`src/rtl/mac_pkg.sv`:
```
// Shared constants and the feeder state type for the fixed-point MAC and its front end.
package mac_pkg;
  localparam int W        = 16;
  localparam int Q_DEC    = 9;
  localparam int PIPE_LAT = 3;

  localparam logic [15:0] SAT_POS = 16'h7FFF;
  localparam logic [15:0] SAT_NEG = 16'h8001;

  typedef enum logic [2:0] {
    IDLE,
    PRIME,
    CLR,
    STREAM,
    FLUSH,
    CAPT,
    DONE
  } feeder_state_t;
endpackage

```
`src/rtl/mac_feeder_opmem.sv`:
```
// Dual operand vector register file: one synchronous write port, one combinational indexed read.
module mac_feeder_opmem #(
  parameter int W     = 16,
  parameter int DEPTH = 16,
  parameter int AW    = 4
) (
  input  logic          clk,
  input  logic          we,
  input  logic [AW-1:0] wr_addr,
  input  logic [W-1:0]  wr_a,
  input  logic [W-1:0]  wr_b,
  input  logic [AW-1:0] rd_addr,
  output logic [W-1:0]  rd_a,
  output logic [W-1:0]  rd_b
);
  logic [W-1:0] mem_a [DEPTH];
  logic [W-1:0] mem_b [DEPTH];

  // Contents survive reset on purpose; the host reloads only what changes.
  always_ff @(posedge clk) begin
    if (we) begin
      mem_a[wr_addr] <= wr_a;
      mem_b[wr_addr] <= wr_b;
    end
  end

  assign rd_a = mem_a[rd_addr];
  assign rd_b = mem_b[rd_addr];
endmodule

```
`src/rtl/mac_feeder.sv`:
```
// Dot-product front end: primes/clears the MAC, streams len operand pairs, flushes, returns ACC.
// Optional MAC_FEEDER_SAT_FLAG_EN adds res_sat, flagging a saturated captured result.
module mac_feeder
  import mac_pkg::*;
#(
  parameter int W         = mac_pkg::W,
  parameter int DEPTH     = 16,
  parameter int AW        = 4,
  parameter int PIPE_LAT  = mac_pkg::PIPE_LAT,
  parameter int PRIME_CYC = 2
) (
  input  logic          clk,
  input  logic          rst,
  input  logic          wr_en,
  input  logic [AW-1:0] wr_addr,
  input  logic [W-1:0]  wr_a,
  input  logic [W-1:0]  wr_b,
  input  logic          start,
  input  logic [AW:0]   len,
  output logic          busy,
  output logic          mac_rst,
  output logic          mac_en,
  output logic [W-1:0]  mac_a,
  output logic [W-1:0]  mac_b,
  input  logic [W-1:0]  mac_acc,
  output logic          res_valid,
  input  logic          res_ready,
  output logic [W-1:0]  res_data,
  output feeder_state_t state_dbg
`ifdef MAC_FEEDER_SAT_FLAG_EN
  ,
  output logic          res_sat
`endif
);
  localparam int CMAX = (PRIME_CYC > PIPE_LAT) ? PRIME_CYC : PIPE_LAT;
  localparam int CW   = $clog2(CMAX + 1);
  localparam logic [AW:0] MAX_LEN = (AW+1)'(DEPTH);

  // Result handshake: res_data is meaningful while res_valid=1 and is held
  // stable until the cycle where res_valid && res_ready, after which it retires.
  feeder_state_t state, state_d;
  logic [AW:0]   len_q, len_d;
  logic [AW:0]   idx, idx_d;
  logic [CW-1:0] cnt, cnt_d;
  logic          busy_d, mac_rst_d, mac_en_d, res_valid_d;
  logic [W-1:0]  mac_a_d, mac_b_d, res_data_d;
  logic [W-1:0]  rd_a, rd_b;
  logic          accept, we;
`ifdef MAC_FEEDER_SAT_FLAG_EN
  logic          res_sat_d;
`endif

  assign accept    = (state == IDLE) && start && (len != '0) && (len <= MAX_LEN);
  assign we        = wr_en && (state == IDLE) && !accept;
  assign state_dbg = state;

  mac_feeder_opmem #(.W(W), .DEPTH(DEPTH), .AW(AW)) u_opmem (
    .clk     (clk),
    .we      (we),
    .wr_addr (wr_addr),
    .wr_a    (wr_a),
    .wr_b    (wr_b),
    .rd_addr (idx[AW-1:0]),
    .rd_a    (rd_a),
    .rd_b    (rd_b)
  );

  // Outputs are registered as a function of the state being entered, so each
  // branch sets the pin values for the cycle that follows the transition.
  // idx runs one ahead: it addresses the pair to present at the next edge.
  always_comb begin
    state_d     = state;
    len_d       = len_q;
    idx_d       = idx;
    cnt_d       = cnt;
    busy_d      = busy;
    mac_rst_d   = 1'b0;
    mac_en_d    = 1'b0;
    mac_a_d     = '0;
    mac_b_d     = '0;
    res_valid_d = res_valid;
    res_data_d  = res_data;
`ifdef MAC_FEEDER_SAT_FLAG_EN
    res_sat_d   = res_sat;
`endif
    unique case (state)
      IDLE: begin
        if (accept) begin
          state_d  = PRIME;
          len_d    = len;
          cnt_d    = CW'(PRIME_CYC - 1);
          busy_d   = 1'b1;
          mac_en_d = 1'b1;
        end
      end
      PRIME: begin
        if (cnt == '0) begin
          state_d   = CLR;
          mac_rst_d = 1'b1;
          idx_d     = '0;
        end else begin
          cnt_d    = cnt - 1'b1;
          mac_en_d = 1'b1;
        end
      end
      CLR: begin
        state_d  = STREAM;
        mac_en_d = 1'b1;
        mac_a_d  = rd_a;
        mac_b_d  = rd_b;
        idx_d    = idx + 1'b1;
      end
      STREAM: begin
        mac_en_d = 1'b1;
        if (idx == len_q) begin
          state_d = FLUSH;
          cnt_d   = CW'(PIPE_LAT);
        end else begin
          mac_a_d = rd_a;
          mac_b_d = rd_b;
          idx_d   = idx + 1'b1;
        end
      end
      FLUSH: begin
        if (cnt == '0) begin
          state_d = CAPT;
        end else begin
          cnt_d    = cnt - 1'b1;
          mac_en_d = 1'b1;
        end
      end
      CAPT: begin
        state_d     = DONE;
        res_valid_d = 1'b1;
        res_data_d  = mac_acc;
`ifdef MAC_FEEDER_SAT_FLAG_EN
        res_sat_d   = (mac_acc == SAT_POS) || (mac_acc == SAT_NEG);
`endif
      end
      DONE: begin
        if (res_ready) begin
          state_d     = IDLE;
          res_valid_d = 1'b0;
          busy_d      = 1'b0;
`ifdef MAC_FEEDER_SAT_FLAG_EN
          res_sat_d   = 1'b0;
`endif
        end
      end
      default: state_d = IDLE;
    endcase
  end

  always_ff @(posedge clk or posedge rst) begin
    if (rst) begin
      state     <= IDLE;
      len_q     <= '0;
      idx       <= '0;
      cnt       <= '0;
      busy      <= 1'b0;
      mac_rst   <= 1'b1;
      mac_en    <= 1'b0;
      mac_a     <= '0;
      mac_b     <= '0;
      res_valid <= 1'b0;
      res_data  <= '0;
`ifdef MAC_FEEDER_SAT_FLAG_EN
      res_sat   <= 1'b0;
`endif
    end else begin
      state     <= state_d;
      len_q     <= len_d;
      idx       <= idx_d;
      cnt       <= cnt_d;
      busy      <= busy_d;
      mac_rst   <= mac_rst_d;
      mac_en    <= mac_en_d;
      mac_a     <= mac_a_d;
      mac_b     <= mac_b_d;
      res_valid <= res_valid_d;
      res_data  <= res_data_d;
`ifdef MAC_FEEDER_SAT_FLAG_EN
      res_sat   <= res_sat_d;
`endif
    end
  end
endmodule

```
`config.mk`:
```
export PLATFORM = sky130hd
export DESIGN_NAME = mac_feeder
export DESIGN_NICKNAME = d
export VERILOG_FILES = /design/src/rtl/mac_pkg.sv /design/src/rtl/mac_feeder_opmem.sv /design/src/rtl/mac_feeder.sv
export SDC_FILE = /design/constraint.sdc
export NUM_CORES = 1
export LEC_CHECK = 0
export BUFFER_PORTS_ARGS = -buffer_cell sky130_fd_sc_hd__buf_2
export CELL_PAD_IN_SITES_DETAIL_PLACEMENT = 1
export CELL_PAD_IN_SITES_GLOBAL_PLACEMENT = 1
export CORE_AREA = 2 2 262 264
export CTS_CLUSTER_SIZE = 28
export DETAILED_ROUTE_END_ITERATION = 7
export DIE_AREA = 0 0 264 266
export PLACE_DENSITY = 0.61
export SLEW_MARGIN = 40
export SYNTH_ARGS = -nofsm -noshare
export SYNTH_HDL_FRONTEND = slang
export SYNTH_HIERARCHICAL = 1
export SYNTH_SLANG_ARGS = --single-unit
```
`constraint.sdc`:
```
create_clock -name clk -period 5.4 [get_ports clk]
set_input_delay 1.08 -clock clk [delete_from_list [all_inputs] [get_ports clk]]
set_output_delay 1.08 -clock clk [all_outputs]
set_load 0.005 [all_outputs]
```
# Word level (Yosys, flattened, before mapping)
# Memories as Yosys holds them, arrays and structs flattened.
# Index checks and enable logic that the tools add are counted.
# op_classes
n_mux	28
eq_ne	14
reduce_logical	21
magnitude_cmp	1
add_sub_neg	2
# op_table
cell	n
one-hot mux 16 bit (2 select lines)	2
2-to-1 mux 16 bit	2
one-hot mux 3 bit (7 select lines)	1
2-to-1 mux 3 bit	5
one-hot mux 5 bit (3 select lines)	1
!= test 2 bit (second input constant)	7
2-to-1 mux 5 bit	2
== test 3 bit (second input constant)	3
2-to-1 mux 1 bit	8
== test 3 x 2 -> 1 bit (second input constant)	2
2-to-1 mux 2 bit	3
one-hot mux 2 bit (3 select lines)	1
AND reduction 3 bit	2
nonzero test 3 bit	2
adder 5 x 1 -> 5 bit (second input constant)	1
== test 5 bit	1
<= comparator 5 bit (second input constant)	1
logical AND 1 bit	5
AND reduction 5 bit	1
nonzero test 5 bit	1
one-hot mux 1 bit (2 select lines)	2
AND reduction 2 bit	2
AND reduction 4 bit	1
nonzero test 2 bit	2
other kinds (7)	8
# word_totals
wordCells	79
n_memories	2
inputBits	62
regBits	67
ram_bits	512
# memory_table
name	depth	width	read_ports	rd_ports_with_merged_regs	wr	line_no	text
u_opmem.mem_a	16	16	1	0	1	mac_feeder_opmem.sv:16	logic [W-1:0] mem_a [DEPTH];
u_opmem.mem_b	16	16	1	0	1	mac_feeder_opmem.sv:17	logic [W-1:0] mem_b [DEPTH];

# Logic depth before layout (Yosys ltp)
# depth
word_depth	8
mapped_depth	7
ltp_nobuf	7

# Hierarchy
# Netlist, hierarchy kept.
# modules_own_cells
module	area_each_um2	instances	cells_each	seq_area_each_um2
mac_feeder_opmem	19195.9	1	806	15374.7
mac_feeder	2781.4	1	213	1677.9

# Least setup slack after synthesis
# Ideal clock, no wire load.
# synth_path
path_type	in2reg
from	input len[3]
to	memory u_opmem.mem_a[0][0], enable pin
cell_stages	5
setup_slack_ns	0.400
setup_time_ns	0.461
required_time_ns	4.939
arrival_ns	4.538
n_path_buf	0
path_cell_list	nor4_2 -> mux2_2 -> and3_1 -> or3b_2 -> nor3_1
# synth_via
elab_chain_cells	7
word_cells_on_any_way	8
classes_between	order compare: 1; mux: 2; reduce/logical: 5
# synth_rtl
item	line_no	text
start, declared	mac_feeder.sv:19	input logic [AW:0] len,
branches (longest 2 deep; another with <= comparator 5 bit)	-	
logical AND 1 bit (*)	mac_feeder.sv:53	assign accept = (state == IDLE) && start && (len != '0) && (len <= MAX_LEN);
logical NOT 1 bit (*)	mac_feeder.sv:54	assign we = wr_en && (state == IDLE) && !accept;
logical AND 1 bit (*)	mac_feeder.sv:54	
net we	mac_feeder.sv:48	logic accept, we;
2-to-1 mux 1 bit (*)	mac_feeder_opmem.sv:21	if (we) begin
2-to-1 mux 1 bit (not written as such) (*)	mac_feeder_opmem.sv:22	mem_a[wr_addr] <= wr_a;
end, declared	mac_feeder_opmem.sv:16	
# Mark *: on every way through the listed nets, which the timed path passes.

# Worst setup path after layout
# layout_path
from	input len[3]
to	memory u_opmem.mem_b[1][4], enable pin
# layout_via
elab_chain_cells	7
word_cells_on_any_way	8
classes_between	order compare: 1; mux: 2; reduce/logical: 5
# layout_rtl
item	line_no	text
branches (longest 2 deep; another with <= comparator 5 bit)	-	
logical AND 1 bit (*)	mac_feeder.sv:53	
logical NOT 1 bit (*)	mac_feeder.sv:54	
logical AND 1 bit (*)	mac_feeder.sv:54	
net we	mac_feeder.sv:48	
2-to-1 mux 1 bit (*)	mac_feeder_opmem.sv:21	
2-to-1 mux 1 bit (not written as such) (*)	mac_feeder_opmem.sv:23	mem_b[wr_addr] <= wr_b;
end, declared	mac_feeder_opmem.sv:17	
# Marks and branches as above.

==> flow_summary_export.csv <==
group,metric,value,unit
clock_network,max-clock-path-buffers,3,
timing,rsz0062_at_grt,"false",
critical_path,critPathCaptureType,"flop",
critical_path,critPathKind,"in2reg",
detailed_routing,num_vias,10800,
floorplan,rows,96,
detailed_routing,dr.first_iter.drc_count,913,
floorplan,coreArea,67700,sq um
synth,synth_common_cells,"edfxtp_1 (512), mux4_2 (128), dfrtp_1 (66)",
flow_run,cap_violations,0,
floorplan,die_w,264,um
synth,syn_avg_cell_area,21.6,sq um
timing,drv_slew,0,
synth,async_reset_ff_frac,0.116,
detailed_routing,ant_nets,0,
clock_network,insertion_delay,0.63,ns
placed_design,port-buffer-count,116,
critical_path,cp_max_fo,18,
synth,yosys_warnings,6,
synth,yosysMostFrequentCell,"edfxtp_1",
detailed_routing,vias_per_cell,5.06,
grt,grt_pass1_wl,77700,um
placed_design,place.gp.congestion,0.762,
clock_network,cts_buffers,59,
power_and_ir_drop,p_per_area,504,nW/um^2
clock_network,root_buffer,"clkbuf_16",
placed_design,dpl.hpwl,34000,um
grt,grt_max_degree,42,
critical_path,path_cells,"buf_2 > nor4_2 > mux2_2 > and3_1 > or3b_2 > nor2_4 > buf_4",
synth,synth_top_cells_by_area,"edfxtp_1 (70%), mux4_2 (13%), dfrtp_1 (7.5%)",
timing,min_period,3.40,ns
worst_hold_path,hold_path_class,"in2async",
detailed_routing,drc,0,
timing,setup_viol,0,
power_and_ir_drop,leakagePower,8.82,nW
detailed_routing,wire_per_inst,24.7,um
synth,synth_edf_count,512,
placed_design,placedInstanceArea,24300,sq um
timing,finalHoldViolCount,0,
clock_network,ctsHtreeMaxLevel,2,
critical_path,critPathSlowestCell,"or3b_2",
timing,worst_pin_slew,0.844,ns
grt,grt_use_total,0.150,
layout,nets,1255,
clock_network,ctsResizeCount,0,
clock_network,cts.clk_slew.worst_paths,0.06,ns
synth,yosys.area.top_type_share,0.700,
layout,num-fill-cells,6499,
power_and_ir_drop,power.total,13.3,mW
layout,drive_above_1_share,0.378,
floorplan,ios,117,
clock_network,numClockSinks,579,
synth,yosys.area.top_type,"edfxtp_1",
clock_network,cts_setup_buffers,0,
timing,relSlewSlack,0.438,
clock_network,cts_tree,"done",
synth,seq_area_frac_synth,0.776,
floorplan,initial_utilization,0.324,
timing,fin_crit_sh,0.630,
synth,syn_inst,1019,
floorplan,die_y,266,um
grt,overflow,0,
timing,fin_tns_setup,0,ns
status,status,"completed",
clock_network,postCtsHoldBufs,0,
grt,antenna_found_initial,3,
critical_path,arrival,3.70,ns
synth,yosysUniqueCellTypes,42,
critical_path,r2r_cells,5,
detailed_routing,drtPass1Iterations,5,
timing,clock_skew,0.0241,ns
floorplan,die-area,70200,sq um
power_and_ir_drop,peakVddDrop,240,uV
layout,area_growth,20.2,%
timing,fmaxAchievable,294,MHz
synth,ys.flop_type,"edfxtp_1",
synth,syn_nets,1083,
grt,grt_pass1_vias,11600,
critical_path,critPathRequiredTime,5.70,ns
synth,syn-cell-area,22000,sq um
layout,fin_area,26400,sq um
critical_path,slowest_delay,0.61,ns
critical_path,cp-start-kind,"input port",
detailed_routing,routed_wl,52300,um
synth,synth_seq_cells,579,
layout,utilization,0.390,
-- per-layer routing --
metal | share of wire | track usage
met2 | 0.47 | 0.237
met1 | 0.46 | 0.218
met3 | 0.056 | 0.0238
met5 | 0 | 0
met4 | 0.015 | 0.0395
-- state kept, by name, summed over array words and instances (netlist names) --
register       cells
u_opmem/mem_a    256
u_opmem/mem_b    256
mac_a             16
mac_b             16
res_data          16
idx                5
len_q              5
state_dbg          3
cnt                2
busy               1
mac_en             1
mac_rst            1
res_valid          1
-- worst paths after layout --
check | from | end | slack, ns
max | len[3] | u_opmem/mem_b[1][4] | 2.00
min reg2reg | res_data[6] | res_data[6] | 0.50
max in group asynchronous | rst | idx[1] | 4.04
max reg2reg | state_dbg[0] | u_opmem/mem_b[1][4] | 2.15
min in group clk | res_data[6] | res_data[6] | 0.50
min | rst | mac_a[7] | 0.50
-- final cells by class --
cell class | instances | area (sq um) | share of cell area
multi-input combinational | 382 | 4750 | 0.180
clock inverter | 45 | 597 | 0.0226
clock buffer | 64 | 1530 | 0.0577
sequential | 579 | 17100 | 0.646
tap | 882 | 1100 | 0.0418
timing repair buffer | 163 | 1350 | 0.0510
antenna | 2 | 5.00 | 0.000189
inverter | 6 | 27.5 | 0.00104
-- worst max-delay path: cells and delay by family --
| family | cells | cell delay (ns) |
|---|---|---|
| and+or+nand+nor | 4 | 1.85 |
| muxes | 1 | 0.25 |
| buffers and inverters | 2 | 0.51 |
-- report_power, final --
part	switching (mW)	internal, mW	total (mW)
Sequential	0.196	5.12	5.32
Combinational	1.77	1.78	3.55
Clock	1.72	2.71	4.43
Total	3.69	9.61	13.3
-- through the flow --
stage / setup WS, ns / cells / hold slack, ns
global placement: 1.39 / 1984 / 0.482
global route: 1.90 / 2121 / 0.522
floorplan: 0.400 / 1019 / 0.470
CTS: 2.01 / 2121 / 0.479
detailed placement: 1.36 / 2012 / 0.496
finish: 2.00 / 2123 / 0.498
-- placed cells by master, fill, tap and decap left out, types with 3 or more instances in the layout --
master / n
clkinv_1: 12
a21oi_1: 8
nor3_2: 4
buf_8: 12
clkbuf_16: 59
dfrtp_1: 64
buf_16: 13
nor2_4: 13
a22o_1: 4
buf_2: 116
clkinvlp_4: 4
clkinv_4: 3
bufinv_16: 14
o21ai_0: 7
mux4_2: 128
clkinv_2: 11
buf_12: 5
nand2b_1: 5
edfxtp_1: 512
a22oi_1: 64
nor2_1: 12
a21o_1: 3
nand3_1: 4
and2_4: 30
inv_1: 5
xnor2_1: 5
clkbuf_8: 3
nor2b_1: 3
mux2_2: 23
nand2_1: 42
buf_4: 17
-- cell families after synthesis --
| group | Yosys count | synth area share |
|---|---|---|
| and+or+nand+nor | 129 | 0.0327 |
| adders and majority gates | 2 | 0.00114 |
| buffers and inverters | 58 | 0.0141 |
| xor gates and xnor gates | 6 | 0.00239 |
| DFF | 579 | 0.776 |
| AOI/OAI and AO/OA | 93 | 0.0303 |
| muxes | 152 | 0.143 |
Note: power is estimated with default switching activity, not from simulation.
